==> src/rtl/wave_pkg.sv <==
// Shared constants and the sample scaling helper for the waveform display path.
package wave_pkg;

    localparam logic [1:0]  REGION_X_SEL     = 2'b01;
    localparam int          SAMPLE_W         = 8;
    localparam int          ADDR_W           = 9;
    localparam int          SAMPLES_PER_HALF = 256;
    localparam int          IDX_W            = $clog2(SAMPLES_PER_HALF);
    localparam logic [7:0]  DEFAULT_Y_OFFSET = 8'd32;
    localparam logic [23:0] GRID_COLOR       = 24'h404040;

    // Halve the raw sample so 256 codes fit 128 double-height rows, then shift down.
    function automatic logic [SAMPLE_W-1:0] scale_sample(
        input logic [SAMPLE_W-2:0] half_val,
        input logic [SAMPLE_W-1:0] offset
    );
        return {1'b0, half_val} + offset;
    endfunction

endpackage

==> src/rtl/wave_display_if.sv <==
// Scan-position, sample-RAM read port and pixel output bundle of the waveform display.
interface wave_display_if #(
    parameter int X_W = 11,
    parameter int Y_W = 10
);
    import wave_pkg::*;

    logic [X_W-1:0]      x;
    logic [Y_W-1:0]      y;
    logic                valid;
    logic                read_index;
    logic [SAMPLE_W-1:0] read_value;
    logic [ADDR_W-1:0]   read_address;
    logic                wave_display_idle;
    logic                valid_pixel;
    logic [7:0]          r;
    logic [7:0]          g;
    logic [7:0]          b;

    modport master (
        output x, y, valid, read_index, read_value,
        input  read_address, wave_display_idle, valid_pixel, r, g, b
    );

    modport slave (
        input  x, y, valid, read_index, read_value,
        output read_address, wave_display_idle, valid_pixel, r, g, b
    );

endinterface

==> src/rtl/wave_pipe_delay.sv <==
// Reset-to-zero delay line of configurable width and depth.
module wave_pipe_delay #(
    parameter int WIDTH = 1,
    parameter int DEPTH = 1
) (
    input  logic             clk,
    input  logic             reset,
    input  logic [WIDTH-1:0] i_d,
    output logic [WIDTH-1:0] o_q
);

    logic [DEPTH-1:0][WIDTH-1:0] r_stage;

    always_ff @(posedge clk or posedge reset) begin
        if (reset) begin
            r_stage <= '0;
        end else begin
            r_stage[0] <= i_d;
            for (int i = 1; i < DEPTH; i++) begin
                r_stage[i] <= r_stage[i-1];
            end
        end
    end

    assign o_q = r_stage[DEPTH-1];

endmodule

==> src/rtl/wave_display.sv <==
// Reads the displayed RAM half along the scan and draws the stored samples as a
// connected trace in the upper-right window. Optional grid overlay: WAVE_DISPLAY_GRID_EN.
module wave_display
    import wave_pkg::*;
#(
    parameter int                  X_W         = 11,
    parameter int                  Y_W         = 10,
    parameter logic [SAMPLE_W-1:0] Y_OFFSET    = DEFAULT_Y_OFFSET,
    parameter logic [23:0]         TRACE_COLOR = 24'hFFFFFF
) (
    input  logic          clk,
    input  logic          reset,
    wave_display_if.slave bus
);

    logic                r_frame_index;
    logic                r_idle;
    logic                r_valid_pixel;
    logic [23:0]         r_rgb;
    logic [SAMPLE_W-1:0] r_prev_val;
    logic [SAMPLE_W-1:0] r_cur_val;
    logic [IDX_W-1:0]    r_held_addr;

    logic                w_in_region;
    logic                w_frame_start;
    logic [Y_W-1:0]      w_y1;
    logic                w_valid1;
    logic                w_region1;
    logic [IDX_W-1:0]    w_addr1;
    logic [Y_W-1:0]      w_y2;
    logic                w_valid2;
    logic                w_region2;
    logic [SAMPLE_W-1:0] w_scaled;
    logic                w_new_sample;
    logic [SAMPLE_W-1:0] w_lo;
    logic [SAMPLE_W-1:0] w_hi;
    logic [SAMPLE_W-1:0] w_row;
    logic                w_hit;
    logic [23:0]         w_rgb_next;
    logic                w_unused;

    assign w_in_region   = bus.valid
                         & (bus.x[X_W-1 -: 2] == REGION_X_SEL)
                         & ~bus.y[Y_W-1];
    assign w_frame_start = bus.valid & (bus.x == '0) & (bus.y == '0);

    // Address uses the frame-locked half so a mid-frame swap never tears the trace.
    assign bus.read_address = {r_frame_index, bus.x[IDX_W:1]};

    always_ff @(posedge clk or posedge reset) begin
        if (reset) begin
            r_frame_index <= 1'b0;
        end else if (w_frame_start) begin
            r_frame_index <= bus.read_index;
        end
    end

    always_ff @(posedge clk or posedge reset) begin
        if (reset) begin
            r_idle <= 1'b0;
        end else begin
            r_idle <= ~w_in_region;
        end
    end

    wave_pipe_delay #(
        .WIDTH (Y_W + 2 + IDX_W),
        .DEPTH (1)
    ) u_stage1 (
        .clk   (clk),
        .reset (reset),
        .i_d   ({bus.y, bus.valid, w_in_region, bus.x[IDX_W:1]}),
        .o_q   ({w_y1, w_valid1, w_region1, w_addr1})
    );

    wave_pipe_delay #(
        .WIDTH (Y_W + 2),
        .DEPTH (1)
    ) u_stage2 (
        .clk   (clk),
        .reset (reset),
        .i_d   ({w_y1, w_valid1, w_region1}),
        .o_q   ({w_y2, w_valid2, w_region2})
    );

    assign w_scaled     = scale_sample(bus.read_value[SAMPLE_W-1:1], Y_OFFSET);
    assign w_new_sample = w_region1 & ((w_addr1 != r_held_addr) | ~w_region2);

    // Sample 0 seeds prev with itself so no segment joins the previous row's last sample.
    always_ff @(posedge clk or posedge reset) begin
        if (reset) begin
            r_prev_val  <= '0;
            r_cur_val   <= '0;
            r_held_addr <= '0;
        end else if (w_new_sample) begin
            r_prev_val  <= (w_addr1 == '0) ? w_scaled : r_cur_val;
            r_cur_val   <= w_scaled;
            r_held_addr <= w_addr1;
        end
    end

    assign w_lo  = (r_prev_val < r_cur_val) ? r_prev_val : r_cur_val;
    assign w_hi  = (r_prev_val < r_cur_val) ? r_cur_val  : r_prev_val;
    assign w_row = w_y2[SAMPLE_W:1];
    assign w_hit = w_region2 & (w_row >= w_lo) & (w_row <= w_hi);

`ifdef WAVE_DISPLAY_GRID_EN
    logic [5:0] w_x2_lo;

    wave_pipe_delay #(
        .WIDTH (6),
        .DEPTH (2)
    ) u_grid_x (
        .clk   (clk),
        .reset (reset),
        .i_d   (bus.x[5:0]),
        .o_q   (w_x2_lo)
    );

    always_comb begin
        w_rgb_next = 24'h000000;
        if (w_hit) begin
            w_rgb_next = TRACE_COLOR;
        end else if (w_region2 && ((w_x2_lo == 6'd0) || (w_y2[5:0] == 6'd0))) begin
            w_rgb_next = GRID_COLOR;
        end
    end
`else
    always_comb begin
        w_rgb_next = 24'h000000;
        if (w_hit) begin
            w_rgb_next = TRACE_COLOR;
        end
    end
`endif

    always_ff @(posedge clk or posedge reset) begin
        if (reset) begin
            r_valid_pixel <= 1'b0;
            r_rgb         <= '0;
        end else begin
            r_valid_pixel <= w_valid2;
            r_rgb         <= w_rgb_next;
        end
    end

    assign bus.wave_display_idle = r_idle;
    assign bus.valid_pixel       = r_valid_pixel;
    assign bus.r                 = r_rgb[23:16];
    assign bus.g                 = r_rgb[15:8];
    assign bus.b                 = r_rgb[7:0];

    // Bits with no role in the trace: the dropped sample LSB and row bits outside the scale.
    assign w_unused = ^{bus.read_value[0], w_y2[0], w_y2[Y_W-1]};

endmodule

==> src/flat_wrapper.sv <==
// flat-port wrapper written by rule: the top's interface ports become plain ports
module wave_display_flat import wave_pkg::*;
#(
    parameter int                  X_W         = 11,
    parameter int                  Y_W         = 10,
    parameter logic [SAMPLE_W-1:0] Y_OFFSET    = DEFAULT_Y_OFFSET,
    parameter logic [23:0]         TRACE_COLOR = 24'hFFFFFF
)
  (clk, reset, bus_x, bus_y, bus_valid, bus_read_index, bus_read_value, bus_read_address, bus_wave_display_idle, bus_valid_pixel, bus_r, bus_g, bus_b);
  wave_display_if #(.X_W(X_W), .Y_W(Y_W)) bus_i ();
  input  logic clk;
  input  logic reset;
  input wire logic [$bits(bus_i.x)-1:0] bus_x;
  input wire logic [$bits(bus_i.y)-1:0] bus_y;
  input wire logic [$bits(bus_i.valid)-1:0] bus_valid;
  input wire logic [$bits(bus_i.read_index)-1:0] bus_read_index;
  input wire logic [$bits(bus_i.read_value)-1:0] bus_read_value;
  output wire logic [$bits(bus_i.read_address)-1:0] bus_read_address;
  output wire logic [$bits(bus_i.wave_display_idle)-1:0] bus_wave_display_idle;
  output wire logic [$bits(bus_i.valid_pixel)-1:0] bus_valid_pixel;
  output wire logic [$bits(bus_i.r)-1:0] bus_r;
  output wire logic [$bits(bus_i.g)-1:0] bus_g;
  output wire logic [$bits(bus_i.b)-1:0] bus_b;
  assign bus_i.x = bus_x;
  assign bus_i.y = bus_y;
  assign bus_i.valid = bus_valid;
  assign bus_i.read_index = bus_read_index;
  assign bus_i.read_value = bus_read_value;
  assign bus_read_address = bus_i.read_address;
  assign bus_wave_display_idle = bus_i.wave_display_idle;
  assign bus_valid_pixel = bus_i.valid_pixel;
  assign bus_r = bus_i.r;
  assign bus_g = bus_i.g;
  assign bus_b = bus_i.b;
  wave_display #(.X_W(X_W), .Y_W(Y_W), .Y_OFFSET(Y_OFFSET), .TRACE_COLOR(TRACE_COLOR)) u_core (.clk(clk), .reset(reset), .bus(bus_i));
endmodule
==> config.mk <==
export PLATFORM = sky130hd
export DESIGN_NAME = wave_display_flat
export DESIGN_NICKNAME = d
export VERILOG_FILES = /design/src/rtl/wave_pkg.sv /design/src/rtl/wave_display_if.sv /design/src/rtl/wave_pipe_delay.sv /design/src/rtl/wave_display.sv /design/src/flat_wrapper.sv
export SDC_FILE = /design/constraint.sdc
export NUM_CORES = 1
export LEC_CHECK = 0
export ABC_AREA = 1
export CORE_MARGIN = 3
export CORE_UTILIZATION = 46
export CTS_CLUSTER_DIAMETER = 200
export DETAILED_ROUTE_END_ITERATION = 10
export PLACE_DENSITY = 0.76
export SLEW_MARGIN = 20
export SYNTH_ARGS = -nofsm -noshare
export SYNTH_HDL_FRONTEND = slang
export SYNTH_SLANG_ARGS = --single-unit
==> constraint.sdc <==
create_clock -name clk -period 2.35 [get_ports clk]
set_input_delay 0.3525 -clock clk [delete_from_list [all_inputs] [get_ports clk]]
set_output_delay 0.3525 -clock clk [all_outputs]
set_load 0.005 [all_outputs]
==> run_results.csv <==
group,metric,value,unit
min_path,hold_path_class,"register to register",
logic_synthesis,yosysTopAreaCellShare,43.75,%
logic_synthesis,synth.largest_area_cell,"dfrtp_1",
cts,tritoncts,"yes",
routing,wirelength,6.882,mm
logic_synthesis,synth_cell_types,23,
placement,place_area,3705,µm²
logic_synthesis,syn_inst,398,
critical_path,critPathMaxFanout,8,
layout,layout.nets,496,
floorplan,die_y,89.45,µm
placement,place.gp.congestion,0.7954,
grt,grt_start_max_net_pins,33,
cts,root_buffer,"clkbuf_8",
critical_path,crit_arrival,2.56,ns
layout,post-route-cell-area,4079,µm²
floorplan,placementRows,29,
grt,grt_overflow,0,
critical_path,path_buf_inv,3,
routing,drtIter0Drc,154,
grt,grtUsageMet3,4.147,%
cts,cts_buffers,5,
grt,antenna_found_initial,0,
logic_synthesis,yosysMostFrequentCell,"nand2_1",
logic_synthesis,synth_edf_count,0,
layout,fill_cells,560,
logic_synthesis,avgSynthCellArea,8.048,µm²
layout,post-route-util,62.45,%
layout,register_area,1401,µm²
critical_path,critical_path_class,"register to register",
floorplan,start_util,49.04,%
sta,hold_viol,0,
sta,drv_slew,0,
routing,post_drt_wl_per_cell,13.31,µm
cts,worstSkewPairLatency,0.31,ns
layout,drive_gt1_share,12.95,%
critical_path,crit_path_top_delay_cell,"dfrtp_1",
grt,met1_usage,21.75,%
sta,period_needed,2.318,ns
sta,rsz0062_at_grt,"true",
placement,dpl.cell_count,504,
critical_path,cp-start-kind,"register",
logic_synthesis,ys_top_cells_by_area,"dfrtp_1, nand2_1, ha_1",
critical_path,path_common_cell,"nand2_1",
grt,grt_pass1_vias,2491,
floorplan,die_w,89.45,µm
logic_synthesis,synthesis.area,3203,µm²
sta,finalSetupTns,0,ns
logic_synthesis,ys_seq_area_share,43.75,%
logic_synthesis,yosys_register_bits,56,
logic_synthesis,ys_warn_count,0,
power,powerDensity,786.8,nW/µm²
sta,max-slew-margin-rel,60.36,%
critical_path,cp_cell_sequence,"inv_1 -> ha_1 -> nand2_1 -> nor2_4 -> nand2_8 -> buf_12 -> nand3_1 -> nand2_1 -> ha_4 -> inv_1 -> o21bai_1 -> nand2_1 -> nand2_1 -> nand2_1 -> nand3_1 -> nand2_1 -> nor2_1",
sta,fin_crit_sh,98.63,%
cts,cts_buffer_depth,2,
critical_path,crit_family,"simple AND/OR/NAND/NOR gates",
cts,cts.sinks,56,
grt,top_usage_layer,"met2",
status,outcome,"complete, no violations",
cts,clkTransAtPathRegs,0.10,ns
cts,htree_levels,2,
logic_synthesis,synth_top_cells_by_count,"nand2_1, dfrtp_1, nand3_1",
routing,drtPass1Iterations,4,
grt,grt_pass1_wl,10.93,mm
sta,worst_slew_pin_slew,0.5947,ns
sta,fmax,431.4,MHz
layout,n_antenna_cell,0,
layout,stdcell_count,517,
sta,setup_viol,0,
grt,grt_use_total,17.47,%
power,vdd_ir_drop_max,0.3698,mV
power,leakage,1.965,nW
logic_synthesis,synth_nets,455,
routing,drtAntennaViolNets,0,
power,finalPower,3.209,mW
critical_path,cp.required,2.59,ns
logic_synthesis,synthArstFlopShare,100.0,%
placement,dp_hpwl,4.956,mm
placement,port_buffers,66,
flow_run,drv_cap,0,
routing,vias,2579,
floorplan,core_area,6531,µm²
critical_path,slowest_delay,0.37,ns
routing,drc,0,
cts,hold_buffers,0,
floorplan,io_pins,68,
logic_synthesis,ys.flop_type,"dfrtp_1",
sta,fin_skew,0.01122,ns
routing,vias_per_cell,4.988,
layout,multi_input_area,1551,µm²
critical_path,cp-end-kind,"register",
floorplan,dieArea,8000,µm²
layout,synthToLayoutAreaGrowth,27.34,%
grt,use_met2,30.34,%
cell usage in the layout, fill, tap and decap left out:
| cell | instances |
|---|---|
| o21ai_2 | 1 |
| nand3_1 | 43 |
| nor2_2 | 2 |
| nand2_4 | 1 |
| nor3_1 | 1 |
| clkinv_2 | 1 |
| clkbuf_8 | 5 |
| nand2_1 | 118 |
| nor2_1 | 19 |
| nand4_1 | 3 |
| inv_2 | 4 |
| o21a_4 | 1 |
| nor2_4 | 3 |
| dfrtp_1 | 56 |
| inv_6 | 1 |
| buf_12 | 2 |
| inv_1 | 38 |
| xnor2_1 | 2 |
| nand3_2 | 2 |
| clkdlybuf4s50_1 | 66 |
| clkbuf_1 | 1 |
| buf_4 | 8 |
| or2_2 | 1 |
| o211ai_1 | 1 |
| nand2_8 | 3 |
| o21ai_0 | 9 |
| ha_4 | 9 |
| a21oi_1 | 7 |
| o21bai_1 | 2 |
| nand2_2 | 9 |
| clkbuf_16 | 1 |
| o21a_1 | 2 |
| a21oi_2 | 3 |
| ha_1 | 15 |
flip-flops by register name, indices dropped and copies added (netlist names):
register,flops
u_core.bus.wave_display_idle,1
u_core.u_stage2.o_q,10
u_core.r_held_addr,8
u_core.r_prev_val,8
u_core.r_frame_index,1
u_core.bus.valid_pixel,1
u_core.r_cur_val,8
u_core.u_stage1.o_q,18
u_core.r_rgb,1
power by group:
group,switching (mW),leakage (nW),internal [mW],total [mW]
clock,0.316,0.0456,0.213,0.530
combinational,0.810,1.25,0.704,1.51
sequential,0.0953,0.665,1.07,1.17
total,1.22,1.96,1.99,3.21
worst paths after layout:
| check | start | to | slack, ns | depth (start not counted) |
|---|---|---|---|---|
| max | u_core.r_cur_val[4]$_DFFE_PP0P_ | u_core.r_rgb[22]$_DFF_PP0_ | 0.03 | 17 |
| min | u_core.u_stage1.o_q[18]$_DFF_PP0_ | u_core.u_stage2.o_q[10]$_DFF_PP0_ | 0.36 | 0 |
| max reg2reg | u_core.r_cur_val[4]$_DFFE_PP0P_ | u_core.r_rgb[22]$_DFF_PP0_ | 0.03 | 17 |
| min reg2reg | u_core.u_stage1.o_q[18]$_DFF_PP0_ | u_core.u_stage2.o_q[10]$_DFF_PP0_ | 0.36 | 0 |
| max in group asynchronous | reset | u_core.u_stage1.o_q[18]$_DFF_PP0_ | 1.42 | 3 |
| min in group asynchronous | reset | u_core.u_stage2.o_q[1]$_DFF_PP0_ | 0.38 | 2 |
worst reg2reg max path, cell delays in order, from the launching register on:
cell	delay, ns
dfrtp_1	0.37
inv_1	0.10
ha_1	0.30
nand2_1	0.08
nor2_4	0.17
nand2_8	0.11
buf_12	0.15
nand3_1	0.07
nand2_1	0.09
ha_4	0.27
inv_1	0.03
o21bai_1	0.12
nand2_1	0.06
nand2_1	0.06
nand2_1	0.04
nand3_1	0.08
nand2_1	0.06
nor2_1	0.09
per-stage QoR:
step / hold slack, ns / setup slack [ns]
floorplan: 0.3312 / 0.1065
global placement: 0.3330 / 0.1146
detailed placement: 0.3347 / 0.05948
CTS: 0.3551 / 0.02366
global route: 0.3714 / -0.1223
finish: 0.3550 / 0.03218
kinds of logic (layout without fill, tap and decap cells):
| logic type | count (synthesis) | after routing | share of synthesized area [%] |
|---|---|---|---|
| compound gates | 26 | 26 | 4.531 |
| xor+xnor | 2 | 2 | 0.5470 |
| fa+ha+maj | 24 | 24 | 9.375 |
| buf+inv | 86 | 127 | 14.92 |
| flops | 56 | 56 | 43.75 |
| simple gates | 204 | 205 | 26.87 |
area by class of cell:
class	count	area share (%)
Clock buffer	6	1.779
Timing Repair Buffer	77	19.26
Multi-Input combinational cell	257	38.04
Sequential cell	56	34.36
Inverter	42	3.865
Tap cell	77	2.362
Clock inverter	2	0.3374
repair_timing:
item	in CTS	in global routing
gates resized for setup	0	42
setup buffers	0	3
endpoints found under the setup margin	0	1
per-layer routing:
layer  vias to the layer above  part of all wire [%]
met5                         -                     0
li1                       1310                     -
met1                      1204                    43
met4                         0                   1.1
met3                         8                   4.5
met2                        57                    51
(Power assumes the default switching activity.)
